--- src/rtl/iccm_arbiter.sv ---
// Shares the single-port ICCM macro between the core fetch port and the program loader,
// gating core fetches until the loader releases the core, and steering 1-cycle responses back.
module iccm_arbiter #(
    parameter int unsigned ADDR_WIDTH = 12,
    parameter int unsigned DATA_WIDTH = 32
) (
    input  logic                      clk_i,
    input  logic                      rst_ni,
    input  logic                      core_req_i,
    input  logic [ADDR_WIDTH-1:0]     core_addr_i,
    output logic                      core_gnt_o,
    output logic                      core_rvalid_o,
    output logic [DATA_WIDTH-1:0]     core_rdata_o,
    input  logic                      ld_req_i,
    input  logic                      ld_we_i,
    input  logic [ADDR_WIDTH-1:0]     ld_addr_i,
    input  logic [DATA_WIDTH-1:0]     ld_wdata_i,
    input  logic [DATA_WIDTH/8-1:0]   ld_wmask_i,
    output logic                      ld_gnt_o,
    output logic                      ld_rvalid_o,
    output logic [DATA_WIDTH-1:0]     ld_rdata_o,
    input  logic                      ld_done_i,
    input  logic                      ld_boot_i,
    output logic                      fetch_en_o,
    output logic                      mem_req_o,
    output logic                      mem_we_o,
    output logic [ADDR_WIDTH-1:0]     mem_addr_o,
    output logic [DATA_WIDTH-1:0]     mem_wdata_o,
    output logic [DATA_WIDTH/8-1:0]   mem_wmask_o,
    input  logic [DATA_WIDTH-1:0]     mem_rdata_i,
    input  logic                      mem_rvalid_i
);

    localparam int unsigned MASK_W = DATA_WIDTH / 8;

    typedef enum logic {
        ST_BOOT = 1'b0,
        ST_RUN  = 1'b1
    } state_t;

    state_t r_state;
    state_t w_state_nxt;
    logic   r_fetch_en;
    logic   r_last_ld;
    logic   r_rd_pend;
    logic   r_owner_ld;
    logic   r_wack;
    logic   w_core_gnt;
    logic   w_ld_gnt;
    logic   w_contend;
    logic   w_rd_gnt;
    logic   w_rsp;

    always_ff @(posedge clk_i or negedge rst_ni) begin
        if (!rst_ni) begin
            r_state    <= ST_BOOT;
            r_fetch_en <= 1'b0;
        end else begin
            r_state    <= w_state_nxt;
            r_fetch_en <= (w_state_nxt == ST_RUN);
        end
    end

    // Next state and grants; ld_boot_i has priority over ld_done_i.
    always_comb begin
        w_state_nxt = r_state;
        w_core_gnt  = 1'b0;
        w_ld_gnt    = 1'b0;
        w_contend   = 1'b0;
        case (r_state)
            ST_BOOT: begin
                w_ld_gnt = ld_req_i;
                if (ld_done_i && !ld_boot_i) begin
                    w_state_nxt = ST_RUN;
                end
            end
            ST_RUN: begin
                w_contend = core_req_i & ld_req_i;
                if (w_contend) begin
                    w_core_gnt = r_last_ld;
                    w_ld_gnt   = ~r_last_ld;
                end else begin
                    w_core_gnt = core_req_i;
                    w_ld_gnt   = ld_req_i;
                end
                if (ld_boot_i) begin
                    w_state_nxt = ST_BOOT;
                end
            end
            default: w_state_nxt = ST_BOOT;
        endcase
    end

    always_comb begin
        mem_we_o    = 1'b0;
        mem_addr_o  = '0;
        mem_wdata_o = '0;
        mem_wmask_o = '0;
        if (w_core_gnt) begin
            mem_addr_o = core_addr_i;
        end else if (w_ld_gnt) begin
            mem_we_o    = ld_we_i;
            mem_addr_o  = ld_addr_i;
            mem_wdata_o = ld_wdata_i;
            mem_wmask_o = ld_wmask_i;
        end
    end

    assign mem_req_o = w_core_gnt | w_ld_gnt;
    assign w_rd_gnt  = w_core_gnt | (w_ld_gnt & ~ld_we_i);

    // Read ownership, write-ack and round-robin history.
    always_ff @(posedge clk_i or negedge rst_ni) begin
        if (!rst_ni) begin
            r_rd_pend  <= 1'b0;
            r_owner_ld <= 1'b0;
            r_wack     <= 1'b0;
            r_last_ld  <= 1'b1;
        end else begin
            if (w_rd_gnt) begin
                r_rd_pend  <= 1'b1;
                r_owner_ld <= w_ld_gnt;
            end else if (mem_rvalid_i) begin
                r_rd_pend <= 1'b0;
            end
            r_wack <= w_ld_gnt & ld_we_i;
            if (w_contend) begin
                r_last_ld <= w_ld_gnt;
            end
        end
    end

    // Responses without a pending read are dropped.
    assign w_rsp         = mem_rvalid_i & r_rd_pend;
    assign core_rvalid_o = w_rsp & ~r_owner_ld;
    assign core_rdata_o  = core_rvalid_o ? mem_rdata_i : DATA_WIDTH'(0);
    assign ld_rvalid_o   = (w_rsp & r_owner_ld) | r_wack;
    assign ld_rdata_o    = (w_rsp & r_owner_ld) ? mem_rdata_i : DATA_WIDTH'(0);
    assign core_gnt_o    = w_core_gnt;
    assign ld_gnt_o      = w_ld_gnt;
    assign fetch_en_o    = r_fetch_en;

    initial begin : p_unused_param
    end

endmodule

--- config.mk ---
export PLATFORM = sky130hd
export DESIGN_NAME = iccm_arbiter
export DESIGN_NICKNAME = d
export VERILOG_FILES = /design/src/rtl/iccm_arbiter.sv
export SDC_FILE = /design/constraint.sdc
export NUM_CORES = 1
export LEC_CHECK = 0
export ABC_CLOCK_PERIOD_IN_PS = 1300
export BUFFER_PORTS_ARGS = -buffer_cell sky130_fd_sc_hd__buf_2
export CAP_MARGIN = 20
export CORE_AREA = 2 2 84 86
export DETAILED_ROUTE_END_ITERATION = 12
export DIE_AREA = 0 0 86 88
export SLEW_MARGIN = 20
export SYNTH_ARGS = -nofsm -noshare
export SYNTH_HDL_FRONTEND = slang
export SYNTH_SLANG_ARGS = --single-unit
--- constraint.sdc ---
create_clock -name clk_i -period 1.3 [get_ports clk_i]
set_input_delay 0.065 -clock clk_i [delete_from_list [all_inputs] [get_ports clk_i]]
set_output_delay 0.065 -clock clk_i [all_outputs]
set_load 0.02 [all_outputs]
== Word-level counts from Yosys, hierarchy flattened ==
Cells that the tools add are included.
Cells by class
  multiplexer cells: 20
  multipliers: 0
  equality and inequality tests: 0
  add/subtract/negate cells: 0
  div/mod/pow operators: 0
  shift-type cells: 0
  bitwise logic cells: 13
  magnitude comparators: 0
  reduce and logical (&&, ||, !) cells: 3
Operators with widths (number)
  32-bit two-way mux: 4
  12-bit two-way mux: 2
  1-bit two-way mux: 10
  4-bit two-way mux: 2
  1-bit bitwise AND: 6
  1-bit inverter: 4
  1-bit case mux with 2 select lines: 2
  1-bit OR: 3
  2-bit nonzero test: 1
  1-bit logical AND: 1
  1-bit logical NOT: 1
Storage, ports and cells
  memory bits (writable): 0
  ROM bits: 0
  memories: 0
  flip-flop bits (word level): 5
  latch bits: 0
  output and inout bits: 119
  input port bits: 100
  word-level logic and storage cells: 41

== Longest topological paths before layout ==
Gate-level depths: netlist (run 1).
  word-level depth: 6
  mapped depth: 4

== Least setup slack after synthesis (run 1) ==
Ideal clock, no wire load.
  path kind: flip-flop to output port
  start point: register r_last_ld
  end point: output port mem_addr_o[0]
  arrival: 1.309 ns
  stages on the path, launching flop included: 3
  path slack: -0.074 ns
  cell sequence: dfstp_2 > and2b_4 > o32ai_1
Between the ends
  word-level cells in the longest chain between the ends: 5
RTL lines
  from (decl): RTL line 44  | logic r_last_ld;
  from (signal assigned): RTL line 128  | r_last_ld <= w_ld_gnt;
  1-bit inverter: RTL line 81  | w_ld_gnt = ~r_last_ld;
  1-bit two-way mux: RTL line 79  | if (w_contend) begin
  1-bit case mux with 2 select lines: RTL line 70  | case (r_state)
  12-bit two-way mux: RTL line 101  | end else if (w_ld_gnt) begin
  12-bit two-way mux *: RTL line 99  | if (w_core_gnt) begin
  to (decl): RTL line 27  | output logic [ADDR_WIDTH-1:0] mem_addr_o,
Every way passes the cells marked *; elsewhere a longest branch is shown, timed or not.

== Worst setup path after layout (run 1) ==
  start point: register r_last_ld
  end point: output port mem_addr_o[9]
Same word-level chain as after synthesis.

==> summary.md, run 1 <==
| Metric | Value |
|---|---|
| Violated checks | setup timing |
| RSZ-0062 raised after global routing | true |
| Fin. Hold Viols | 0 |
| DRT iter0 DRCs | 58 |
| CP startpoint kind | register |
| Htree depth | 1 |
| I/O pin count | 219 |
| Share of layout cells above drive strength 1 | 0.730 |
| Register area share after synthesis | 0.103 |
| Grt met2 use | 0.314 |
| Cell Pwr Density | 710 nW/µm² |
| Worst Setup Slack, final | -0.217 ns |
| VDD IR max | 0.412 mV |
| Post-synth ARST share | 1.00 |
| Input/output buffers | 218 |
| Worst-Skew Late Latency | 0.22 ns |
| Slew HR | 0.830 |
| Rows | 30 |
| Max incr delay on CP | 0.56 ns |
| Synth top cells by count | 65 x and2_1, 40 x and3_1, 14 x inv_1, 12 x nand2_1, 9 x clkbuf_1 |
| TritonRoute pass-1 iters | 4 |
| Starting Density | 0.185 |
| Grt met3 use | 0.0245 |
| Area grow syn2layout | 171% |
| Pin count of the biggest net entering global routing | 39 |
| Nature of the critical path endpoint | primary output |
| Chip width | 86 µm |
| Die ar. | 7570 µm² |
| CTS tree | built |
| Clock tree root buffer cell | clkbuf_8 |
| Initial antenna violation count | 0 |
| Fill count | 609 |
| Number of synthesized flops with an enable pin | 0 |
| Area contributors post-synth | and2_1 33%, and3_1 20%, o32ai_2 9.3%, dfrtp_1 8.1%, inv_1 4.3% |
| Mapped cell area | 1230 µm² |
| RD Place Congestion | 0.762 |
| Grt ovf | 0 |
| Fmax | 659 MHz |
| GRT busiest layer | met2 |
| Vias per std cell | 4.36 |
| Fin crit period | 1.52 ns |
| Chip Height | 88 µm |
| CTS Sinks | 5 |
| Slew Limit Fails | 0 |
| Fin util | 0.501 |
| Post-synthesis instance total | 181 |
| Post-Layout Cell Count | 487 |
| Average size of a mapped cell | 6.79 µm² |
| Post-Route WL | 6640 µm |
| Clock-pin transition on the worst setup and hold timing paths | 0.04 ns |
| Post-synth cell types | 23 |
| Total Routing Usage GR | 0.153 |
| M1 GR Usage | 0.158 |
| Ys flop type | dfrtp_1 |
| Final setup TNS | -13.21 ns |
| Setup Crit Path Kind | register to primary output |
| DR vias | 2124 |
| Total leakage power | 1.93 nW |
| Synth warn | 0 |
| Critical path's slowest cell | dfstp_2 |
| Final setup vio count | 111 |
| Drt wl/cell | 13.6 µm |
| Vias in the first global route | 1934 |
| First-pass GRT wire length | 9200 µm |
| Least-Margin Pin Slew | 0.255 ns |
| Post-route ant nets | 0 |
| Placed Cells | 470 |
| Status | finished with violations |
| Syn Nets | 281 |
| CP delay by family, top | flip-flops |
| #FFs+latches synth | 5 |
| Core area | 6640 µm² |
| Crit path DAT | 1.45 ns |
| Total power | 0.00236 W |
| Maximum capacitance violations | 0 |
| HPWL Detailed | 4710 µm |
| CTS Buf Count | 3 |
| Clock Tree Buf Depth | 2 |
| CP required | 1.24 ns |
| Most common cell in the synthesized netlist | and2_1 |
| Post-route clock skew | 0.00306 ns |
| Antenna cells | 0 |
| DRC viols | 0 |
| Leading area contributor after synthesis | and2_1 |
| CP Max Fanout | 7 |
| Buffers plus inverters on the worst setup path | 1 |
| Period utilisation layout | 1.17 |
| Synth top area share | 0.331 |
| Hold Path Class | input pin to register |
| Critical-path cell list | and2b_4 -> o32ai_2 -> buf_4 |
| Layout Nets | 508 |
==> worst paths after layout <==
check	startpoint	to	slack [ns]	cells past startpoint
setup / recovery	r_last_ld	mem_addr_o[9]	-0.22	3
hold / removal	ld_done_i	fetch_en_o	0.07	3
setup reg to reg	r_last_ld	r_owner_ld	0.09	3
hold reg to reg	r_owner_ld	r_owner_ld	0.54	2
max in group asynchronous	rst_ni	r_last_ld	0.87	2
min in group asynchronous	rst_ni	r_wack	0.21	2
==> worst reg2reg max path, stage by stage, from the launching register on <==
cell and delay [ns]:
dfstp_2 0.56, and2b_4 0.26, buf_4 0.15, a2bb2oi_1 0.12
==> flip-flops by register name, indices dropped and copies added (netlist names) <==
signal and count:
fetch_en_o 1, r_rd_pend 1, r_owner_ld 1, r_last_ld 1, r_wack 1
==> layout by cell type, fill, tap and decap left out, drive strengths merged, types with 2 or more instances in the layout <==
master,n
buf,238
dlygate4sd3,2
dfrtp,4
nand2,13
nand2b,2
nor2,3
clkbuf,4
and3,40
o32ai,12
and2b,2
and2,65
nand3,2
inv,14
==> report_power, final <==
part	total, W	internal, W	leakage (nW)	switching (W)
registers	0.000238	0.000201	0.0572	0.0000361
clock network	0.000291	0.000211	0.0228	0.0000805
logic	0.00183	0.000941	1.85	0.000891
==> layer usage <==
layer / vias to the layer above / part of all wire / wire length [µm]
met5: - / 0 / 0
met4: 0 / 0.0080 / 53
met3: 4 / 0.097 / 643
met2: 132 / 0.55 / 3680
met1: 939 / 0.34 / 2260
li1: 1049 / - / -
==> cell families (layout without fill, tap and decap cells) <==
group                     Yosys count  count (layout)  synth area share
AOI/OAI and AO/OA                  14              14             0.143
xor gates and xnor gates            1               1           0.00713
buffers and inverters              33             258             0.123
DFF                                 5               5             0.103
and+or+nand+nor                   128             129             0.624
==> timing repair <==
item	4_1_cts	5_1_grt
gates resized for setup	169	39
pin swaps	27	7
buffers inserted	4	4
hold endpoints to repair	6	0
hold buffers	2	0
gates cloned	5	0
endpoints found under the setup margin	116	118
==> layout make-up <==
cell class / instances / area, µm² / area share
clock buffer: 4 / 45.0 / 0.0135
inverter: 14 / 52.6 / 0.0158
multi-input combinational: 144 / 1150 / 0.346
sequential: 5 / 128 / 0.0384
tap: 80 / 100 / 0.0301
timing repair buffer: 240 / 1850 / 0.556
==> stage by stage <==
step	hold WS [ns]	instance area [µm²]	worst slack, ns
after global routing	0.109	3330	-0.276
after floorplan	-0.231	1260	-0.0742
after global placement	-0.104	2480	0.0137
after detailed placement	-0.104	2480	-0.0210
after CTS	0.0716	3190	-0.211
final	0.0724	3330	-0.217
Power figures use the tool's default switching activity.
==> run 2: changes to the inputs <==
--- a/config.mk
+++ b/config.mk
@@ -11,6 +11,7 @@
 export CORE_AREA = 2 2 84 86
 export DETAILED_ROUTE_END_ITERATION = 12
 export DIE_AREA = 0 0 86 88
+export SETUP_SLACK_MARGIN = 0.15
 export SLEW_MARGIN = 20
 export SYNTH_ARGS = -nofsm -noshare
 export SYNTH_HDL_FRONTEND = slang
==> summary.md, run 2 (same netlist as run 1, synthesis figures left out) <==
| Metric | Value |
|---|---|
| RD Place Congestion | 0.762 (about the same) |
| CTS Buf Count | 3 (unchanged) |
| Total leakage power | 2.04 nW (+5.7%) |
| Fill count | 583 (-4.3%) |
| Post-Route WL | 7210 µm (+8.5%) |
| Vias per std cell | 4.48 (+2.8%) |
| TritonRoute pass-1 iters | 3 (-1) |
| I/O pin count | 219 (unchanged) |
| Antenna cells | 0 (unchanged) |
| Crit path DAT | 1.47 ns (+0.02 ns) |
| Clock Tree Buf Depth | 2 (unchanged) |
| DR vias | 2205 (+3.8%) |
| Htree depth | 1 (unchanged) |
| Final setup vio count | 116 (+4.5%) |
| CP startpoint kind | register |
| Fmax | 654 MHz (-0.87%) |
| Fin crit period | 1.53 ns (+0.0133 ns) |
| Period utilisation layout | 1.18 (+0.0102) |
| CTS tree | built |
| Layout Nets | 513 (+0.98%) |
| Vias in the first global route | 2043 (+5.6%) |
| Die ar. | 7570 µm² (unchanged) |
| Slew HR | 0.813 (-0.0167) |
| Grt ovf | 0 (unchanged) |
| Buffers plus inverters on the worst setup path | 1 (unchanged) |
| Starting Density | 0.185 (unchanged) |
| Worst-Skew Late Latency | 0.22 ns (about the same) |
| Hold Path Class | input pin to register |
| Max incr delay on CP | 0.57 ns (about the same) |
| Post-route ant nets | 0 (unchanged) |
| Post-route clock skew | 0.00575 ns (+0.00269 ns) |
| Critical-path cell list | and2b_4 -> o32ai_2 -> buf_4 |
| Commonest non-fill, non-tap cell in the layout | buf_2 |
| RSZ-0062 raised after global routing | true |
| DRT iter0 DRCs | 34 (-41%) |
| Nature of the critical path endpoint | primary output |
| Post-place setup slack | -0.0361 ns (-0.0151 ns) |
| CP required | 1.24 ns (about the same) |
| Violated checks | setup timing |
| CP delay by family, top | flip-flops |
| Share of layout cells above drive strength 1 | 0.883 (+0.154) |
| First-pass GRT wire length | 9750 µm (+5.9%) |
| Initial antenna violation count | 0 (unchanged) |
| Fin util | 0.562 (+0.0614) |
| Drt wl/cell | 14.6 µm (+7.4%) |
| Placed Cells | 468 (-0.43%) |
| Clock-pin transition on the worst setup and hold timing paths | 0.04 ns (about the same) |
| Clock tree root buffer cell | clkbuf_8 |
| CTS Sinks | 5 (unchanged) |
| Chip Height | 88 µm (unchanged) |
| Maximum capacitance violations | 0 (unchanged) |
| Status | finished with violations |
| Least-Margin Pin Slew | 0.280 ns (+0.0251 ns) |
| Cell Pwr Density | 695 nW/µm² (-2.0%) |
| Critical path's slowest cell | dfstp_2 |
| DRC viols | 0 (unchanged) |
| Input/output buffers | 218 (unchanged) |
| Post-Layout Cell Count | 492 (+1.0%) |
| CP Max Fanout | 7 (unchanged) |
| Worst Setup Slack, final | -0.230 ns (-0.0133 ns) |
| Fin. Hold Viols | 0 (unchanged) |
| Area grow syn2layout | 204% |
| VDD IR max | 0.363 mV (-12%) |
| Rows | 30 (unchanged) |
| Chip width | 86 µm (unchanged) |
| Setup Crit Path Kind | register to primary output |
| HPWL Detailed | 4650 µm (-1.4%) |
| Pin count of the biggest net entering global routing | 40 (+2.6%) |
| Most frequent cells in the layout | 127 x buf_2, 97 x buf_6, 55 x and2_4 |
| Total Routing Usage GR | 0.162 (+0.00917) |
| Worst hold slack | 0.0672 ns (-0.00519 ns) |
| Core area | 6640 µm² (unchanged) |
| Slew Limit Fails | 0 (unchanged) |
run 2: cell count changes in the layout (fill, tap and decap cells not counted), moves of 3 or more:
| cell | delta |
|---|---|
| and2_4 | +21 |
| and2_2 | +8 |
| and2_1 | -29 |
| and3_4 | +15 |
| buf_6 | +28 |
| buf_4 | -11 |
| buf_12 | -3 |
| and3_2 | +14 |
| o32ai_4 | +3 |
| and3_1 | -29 |
| o32ai_2 | -3 |
| buf_2 | -11 |
run 2: repair_timing:
item | in CTS | in global routing
buffers inserted | 8 | 2
pin swaps | 23 | 24
endpoints found under the hold margin | 6 | 0
hold buffers | 2 | 0
gates cloned | 6 | 2
setup endpoints to repair | 120 | 122
gates resized for setup | 208 | 60
run 2: stage by stage:
step | setup TNS (ns) | instance area [µm²] | total power [W]
2_1_floorplan | 0 | 1450 | 0.00117
5_1_grt | -23.80 | 3730 | 0.00275
4_1_cts | -18.26 | 3510 | 0.00246
3_5_place_dp | -0.184 | 2630 | 0.00163
3_3_place_gp | -0.0247 | 2630 | 0.00161
6_report | -17.10 | 3730 | 0.00260
run 2: worst paths after layout:
path                            slack, ns  cells after the start       start             end
worst min register to register       0.54                      2  r_owner_ld      r_owner_ld
worst max-delay path                -0.23                      3   r_last_ld  mem_addr_o[11]
max in group asynchronous            0.87                      2      rst_ni       r_last_ld
worst min-delay path                 0.07                      3   ld_done_i      fetch_en_o
min in group asynchronous            0.21                      2      rst_ni       r_rd_pend
worst max register to register       0.03                      4   r_last_ld      r_owner_ld
run 2: final cells by class:
| type | instances | area, µm² | area share |
|---|---|---|---|
| Inverter | 14 | 52.6 | 0.0141 |
| Tap cell | 80 | 100 | 0.0268 |
| Multi-Input combinational cell | 144 | 1360 | 0.365 |
| Timing Repair Buffer | 245 | 2040 | 0.547 |
| Clock buffer | 3 | 41.3 | 0.0111 |
| Sequential cell | 5 | 128 | 0.0342 |
| Clock inverter | 1 | 5.00 | 0.00134 |
run 2: layer usage:
metal  share of wire  track usage
met1            0.33        0.176
met2            0.58        0.326
met3           0.082       0.0207
met4          0.0067       0.0418
met5               0            0
run 2: where the power goes:
part	switching, W	internal, W
clock network	0.0000758	0.000206
logic	0.000966	0.00111
registers	0.0000368	0.000201
run 2: tightest hold or removal path, cell delays in order:
cell and delay, ns:
buf_2 0.08, nor2_1 0.03, nor2_1 0.08
